`src/rtl/multicycle_sequencer.sv`:
```
// Multi-cycle fetch/decode/memory/execute control FSM for the accumulator CPU.
// Optional SEQ_ICOUNT_EN adds a saturating retired-instruction counter.
module multicycle_sequencer #(
  parameter int OPC_W = 3,
  parameter int AC_W  = 13,
  parameter int CNT_W = 16
) (
  input  logic             clk,
  input  logic             rst_n,
  input  logic             start,
  input  logic [OPC_W-1:0] opcode,
  input  logic [OPC_W-1:0] ir_op,
  input  logic [AC_W-1:0]  ac,
  input  logic             mem_ready,
  output logic             addr_sel,
  output logic             rd_mem,
  output logic             wr_mem,
  output logic             ir_ld,
  output logic             pc_inc,
  output logic             pc_src,
  output logic             ac_src,
  output logic             ld_ac,
  output logic             alu_add,
  output logic             alu_sub,
  output logic             ld_imm,
  output logic             halted
`ifdef SEQ_ICOUNT_EN
  ,
  output logic [CNT_W-1:0] icount
`endif
);

  typedef enum logic [2:0] {
    S_IDLE,
    S_FETCH,
    S_DECODE,
    S_MEMRD,
    S_MEMWR,
    S_HALT
  } state_t;

  state_t state_q, state_d;
  logic   cnt_inc, cnt_clr;

  logic op_lda, op_sta, op_add, op_sub;
  logic op_jmp, op_jez, op_ldi, op_hlt;

  assign op_lda = ir_op == OPC_W'(0);
  assign op_sta = ir_op == OPC_W'(1);
  assign op_add = ir_op == OPC_W'(2);
  assign op_sub = ir_op == OPC_W'(3);
  assign op_jmp = ir_op == OPC_W'(4);
  assign op_jez = ir_op == OPC_W'(5);
  assign op_ldi = ir_op == OPC_W'(6);
  assign op_hlt = ir_op == OPC_W'(7);

  // State register
  always_ff @(posedge clk or negedge rst_n) begin
    if (!rst_n) state_q <= S_IDLE;
    else        state_q <= state_d;
  end

  // Next state and strobes
  always_comb begin
    state_d  = state_q;
    addr_sel = 1'b0;
    rd_mem   = 1'b0;
    wr_mem   = 1'b0;
    ir_ld    = 1'b0;
    pc_inc   = 1'b0;
    pc_src   = 1'b0;
    ac_src   = 1'b0;
    ld_ac    = 1'b0;
    alu_add  = 1'b0;
    alu_sub  = 1'b0;
    ld_imm   = 1'b0;
    halted   = 1'b0;
    cnt_inc  = 1'b0;
    cnt_clr  = 1'b0;
    unique case (state_q)
      S_IDLE: begin
        if (start) begin
          state_d = S_FETCH;
          cnt_clr = 1'b1;
        end
      end
      S_FETCH: begin
        rd_mem = 1'b1;
        if (mem_ready) begin
          ir_ld   = 1'b1;
          pc_inc  = 1'b1;
          state_d = S_DECODE;
        end
      end
      S_DECODE: begin
        unique case (1'b1)
          op_lda, op_add, op_sub: state_d = S_MEMRD;
          op_sta: state_d = S_MEMWR;
          op_jmp: begin
            pc_src  = 1'b1;
            state_d = S_FETCH;
            cnt_inc = 1'b1;
          end
          op_jez: begin
            pc_src  = ac == '0;
            state_d = S_FETCH;
            cnt_inc = 1'b1;
          end
          op_ldi: begin
            ld_imm  = 1'b1;
            ld_ac   = 1'b1;
            state_d = S_FETCH;
            cnt_inc = 1'b1;
          end
          op_hlt: state_d = S_HALT;
          default: state_d = S_HALT;
        endcase
      end
      S_MEMRD: begin
        addr_sel = 1'b1;
        rd_mem   = 1'b1;
        if (mem_ready) begin
          ac_src  = op_lda;
          alu_add = op_add;
          alu_sub = op_sub;
          ld_ac   = 1'b1;
          state_d = S_FETCH;
          cnt_inc = 1'b1;
        end
      end
      S_MEMWR: begin
        addr_sel = 1'b1;
        wr_mem   = 1'b1;
        if (mem_ready) begin
          state_d = S_FETCH;
          cnt_inc = 1'b1;
        end
      end
      S_HALT: begin
        halted = 1'b1;
        if (start) state_d = S_FETCH;
      end
      default: state_d = S_IDLE;
    endcase
  end

  // Opcode arrives through the IR; the raw read-data field is not needed here
`ifdef SEQ_ICOUNT_EN
  logic [CNT_W-1:0] icount_q, icount_d;
  logic             unused_sig;

  assign unused_sig = ^opcode;

  // Retired-instruction count, saturating, cleared on a fresh start
  always_comb begin
    icount_d = icount_q;
    if (cnt_clr)
      icount_d = '0;
    else if (cnt_inc && icount_q != '1)
      icount_d = icount_q + 1'b1;
  end

  // Counter register
  always_ff @(posedge clk or negedge rst_n) begin
    if (!rst_n) icount_q <= '0;
    else        icount_q <= icount_d;
  end

  assign icount = icount_q;
`else
  logic unused_sig;

  assign unused_sig = ^{opcode, cnt_inc, cnt_clr, CNT_W[0]};
`endif

endmodule

```
`config.mk`:
```
export PLATFORM = sky130hd
export DESIGN_NAME = multicycle_sequencer
export DESIGN_NICKNAME = d
export VERILOG_FILES = /design/src/rtl/multicycle_sequencer.sv
export SDC_FILE = /design/constraint.sdc
export NUM_CORES = 1
export LEC_CHECK = 0
export CAP_MARGIN = 20
export CORE_AREA = 2 2 39 41
export CTS_CLUSTER_DIAMETER = 60
export DETAILED_ROUTE_END_ITERATION = 6
export DIE_AREA = 0 0 41 43
export PLACE_DENSITY = 0.84
export RECOVER_POWER = 50
export SETUP_SLACK_MARGIN = 0.3
export SLEW_MARGIN = 20
export SYNTH_ARGS = -nofsm -noshare
export SYNTH_HDL_FRONTEND = slang
export SYNTH_SLANG_ARGS = --single-unit
```
`constraint.sdc`:
```
create_clock -name clk -period 1.65 [get_ports clk]
set_clock_uncertainty 0.15 [all_clocks]
set_input_delay 0.165 -clock clk [delete_from_list [all_inputs] [get_ports clk]]
set_output_delay 0.165 -clock clk [all_outputs]
set_load 0.05 [all_outputs]
```
# Yosys cells after proc, flatten, opt, wreduce, memory -nomap -nowiden
# Cells that the tools add are included.
[totals]
regBits = 3
input_bits = 23
output_inout_bits = 12
word_cells = 46
[op_classes]
n_eq_ne = 14
muxes = 22
n_reduce_logical = 9
[op_table]
columns = ["op", "count"]
rows = [
  ["== test 3 bit, second input constant", 5],
  ["two-way mux 1 bit", 15],
  ["zero test 13 bit", 1],
  ["== test 3 x 2 -> 1 bit, second input constant", 4],
  ["one-hot mux 3 bit (4 select lines)", 1],
  ["two-way mux 3 bit", 3],
  ["one-hot mux 3 bit (3 select lines)", 1],
  ["== test 3 x 1 -> 1 bit, second input constant", 2],
  ["zero test 3 bit", 2],
  ["OR reduction 2 bit", 3],
  ["OR reduction 3 bit", 2],
  ["inequality test 2 x 1 -> 1 bit, second input constant", 2],
  ["one-hot mux 1 bit (2 select lines)", 2],
  ["AND reduction 3 bit", 1],
  ["inequality test 2 bit, second input constant", 1],
]

# Longest topological paths before layout
[depth]
word_depth = 4
ltp_mapped = 5

# Worst setup path before layout
# No wires, ideal clock.
[synth_path]
kind = "register to output"
start = "register state_q[0]"
end = "output pc_inc"
arrival_time_ns = 2.386
setup_slack_ns = -1.051
stages_incl_launch_ff = 6
path_buffers = 1
cell_sequence = "dfrtp_1 > inv_1 > nor2_1 > nand2_1 > nor2_1 > buf_4"
[synth_via]
elab_chain_cells = 2
[synth_lines]
columns = ["element", "line_no", "source"]
rows = [
  ["from (decl)", "42", "state_t state_q, state_d;"],
  ["from (signal assigned)", "60", "else state_q <= state_d;"],
  ["== test 3 x 1 -> 1 bit", "-", ""],
  ["two-way mux 1 bit", "-", ""],
  ["to (decl)", "19", "output logic pc_inc,"],
]
# Every way passes these cells.

# Worst setup path after layout
[layout_path]
start = "register state_q[2]"
end = "output ld_imm"
[layout_via]
elab_chain_cells = 2
[layout_lines]
columns = ["element", "line_no", "source"]
rows = [
  ["== test 3 x 2 -> 1 bit", "80", "unique case (state_q)"],
  ["two-way mux 1 bit", "80", ""],
  ["to (decl)", "25", "output logic ld_imm,"],
]
# Every way passes these cells.

==> flow_summary.json <==
{
  "status": "complete, but fails checks",
  "violations": "negative setup slack",
  "synth_fp_nets": 71,
  "place_inst": 101,
  "period_share_pct": 109,
  "p_total_w": 0.00153,
  "slew_violations": 0,
  "coreArea_um2": 1380,
  "largest_reg_flops": 3,
  "cts_tree": "built",
  "startpoint": "state_q[2]",
  "top_register": "state_q",
  "crit_buf_inv": 4,
  "die_w_um": 41,
  "r2r_slack_ps": 250,
  "route.vias.total": 590,
  "timing.max_cap.violations": 0,
  "syn_area_per_cell_um2": 6.86,
  "slowest_delay_ps": 390,
  "crit_chain": "inv_2, buf_4, and3_4, nand2_4, buf_4, nor2_4, buf_12",
  "wl_per_cell_um": 14.6,
  "synth_seq_cells": 3,
  "crit_arrival_ps": 1480,
  "nets": 130,
  "whs_ps": 427,
  "p_leak_nw": 0.469,
  "setup_slack_ps": -144,
  "clock_path_buffers": 2,
  "critPathLaunchType": "flip-flop",
  "root_buffer": "clkbuf_4",
  "final_hold_viol_count": 0,
  "rsz0062_at_grt": "true",
  "place.gp.congestion": 0.765,
  "grt_antenna_before_repair": 0,
  "top_regs": "state_q (3)",
  "rows": 14,
  "r2r_cells": 5,
  "first_global_vias": 570,
  "setup_viol": 10,
  "firstDrtPassIters": 4,
  "place_area_um2": 902,
  "gr-usage-all-layers_pct": 22.0,
  "avgViaCountPerCell": 4.84,
  "yosysWarnings": 0,
  "relSlewSlack_pct": 77.2,
  "ioPinCount": 35,
  "path_depth": 7,
  "critical_path_class": "reg -> out",
  "r2r-start": "state_q[0]",
  "min_path_type": "in -> reg",
  "die-height_um": 43,
  "clk_pin_slew_ps": 30,
  "reg2reg_to": "state_q[0]",
  "drive_above_1_share_pct": 63.2,
  "postRouteAntennaNets": 0,
  "power_density_nw_per_um2": 1350,
  "grt_pass1_wl_um": 2620,
  "start_util_pct": 23.8,
  "ys_seq_area_share_pct": 22.8,
  "gr-total-overflow": 0,
  "dr.first_iter.drc_count": 13,
  "syn2layout_area_growth_pct": 246,
  "end_kind": "primary output",
  "cts.sinks": 3,
  "drcViolationCount": 0,
  "numPortBuffers": 31,
  "final_util_pct": 82.3,
  "netlist_instances": 48,
  "worst_pin_slew_ps": 342,
  "cp_slowest_cell": "dfrtp_1",
  "syn-cell-area_um2": 329,
  "final.min_clock_period_ps": 1790,
  "ys_types": 22,
  "wirelength_um": 1780,
  "cp-endpoint": "ld_imm",
  "cts_max_level": 1,
  "dp_hpwl_um": 1050,
  "irDropWorstVdd_uv": 922,
  "fill_cells": 87,
  "dieArea_um2": 1760,
  "grt_max_degree": 7,
  "fin_area_um2": 1140,
  "critPathTopFamily": "buffers and inverters",
  "insertion_delay_ps": 230,
  "instances_no_fill": 122,
  "cp.required_ps": 1330,
  "cts_inserted_buffers": 3,
  "path_max_fanout": 3,
  "cp_common_cell": "buf_4",
  "max_freq_mhz": 557,
  "antenna_cells": 0
}
cell type report:
cell class                 count  area [um^2]  share of cell area, %
timing repair buffer          56          633                   55.6
multi-input combinational     41          375                   33.0
sequential                     3         76.3                   6.70
clock buffer                   4         26.3                   2.31
tap                           16         20.0                   1.76
inverter                       2         7.51                  0.659
metal layers:
layer / GRT usage [%] / up-vias / share of wire [%]
met5: 0 / - / 0
li1: - / 290 / -
met3: 3.14 / 2 / 2.5
met1: 25.8 / 284 / 40
met4: 8.00 / 0 / 0.56
met2: 37.8 / 14 / 57
stage by stage:
step	setup slack, ps	setup TNS [ps]
2_1_floorplan	-96.9	-229
3_3_place_gp	-157	-299
3_5_place_dp	-192	-385
4_1_cts	-181	-824
5_1_grt	-194	-1440
6_report	-144	-923
how the worst min path moves through the flow:
stage                            end  depth (start not counted)      start
after floorplan           state_q[0]                          0      rst_n
after global placement    state_q[2]                          1      rst_n
after detailed placement  state_q[1]                          1      rst_n
after CTS                 state_q[0]                          4  mem_ready
after global routing      state_q[2]                          4  mem_ready
final                     state_q[2]                          4  mem_ready
synth_stat cells (all sizes together):
library cell  instances  area, um^2
nor2                 11        41.3
nand2                 5        18.8
a211oi                3        22.5
a21oi                 3        15.0
dfrtp                 3        75.1
a21o                  2        15.0
buf                   2        15.0
inv                   2        7.51
nand2b                2        12.5
nor3                  2        15.0
nor4                  2        12.5
o22ai                 2        12.5
and3                  1        6.26
mux2                  1        11.3
nand3                 1        5.00
nand4                 1        6.26
nor2b                 1        6.26
o21ai                 1        5.00
or2                   1        6.26
or3                   1        11.3
xnor2                 1        8.76
power breakdown:
group          switching (W)  leakage (nW)  internal [W]
registers          0.0000386        0.0370      0.000104
logic               0.000600         0.417      0.000664
clock network      0.0000367        0.0150     0.0000906
logic make-up after synthesis:
| family | Yosys count | share of synthesized area (%) |
|---|---|---|
| muxes | 1 | 3.42 |
| buffers and inverters | 4 | 6.84 |
| DFF | 3 | 22.8 |
| and+or+nand+nor | 28 | 43.0 |
| xor gates and xnor gates | 1 | 2.66 |
| AOI/OAI and AO/OA | 11 | 21.3 |
timing repair:
action / 4_1_cts / 5_1_grt
endpoints found under the hold margin: 3 / 0
setup endpoints to repair: 12 / 15
buffers inserted: 11 / 5
hold buffers: 1 / 0
pin swaps: 17 / 11
resized for setup: 16 / 10
gates cloned: 0 / 0
cells in the final DEF (no fill, tap or decap), types with 2 or more instances in the layout:
cell type and n:
dlygate4sd2_1 5, inv_2 2, nor2_4 7, nor2_1 4, nand2_2 3, a211oi_2 2
a21oi_1 2, clkdlybuf4s50_1 13, buf_4 19, buf_6 5, dfrtp_1 2, clkbuf_4 3
buf_12 12, dlygate4sd3_1 2
worst reg2reg max path, cell delays in order, from the launching register on:
cell and delay (ps):
dfrtp_2 430, buf_4 150, buf_4 130, a211oi_2 180, a211oi_2 70, a21o_1 160
No activity file was read; power rests on OpenSTA's default activity.
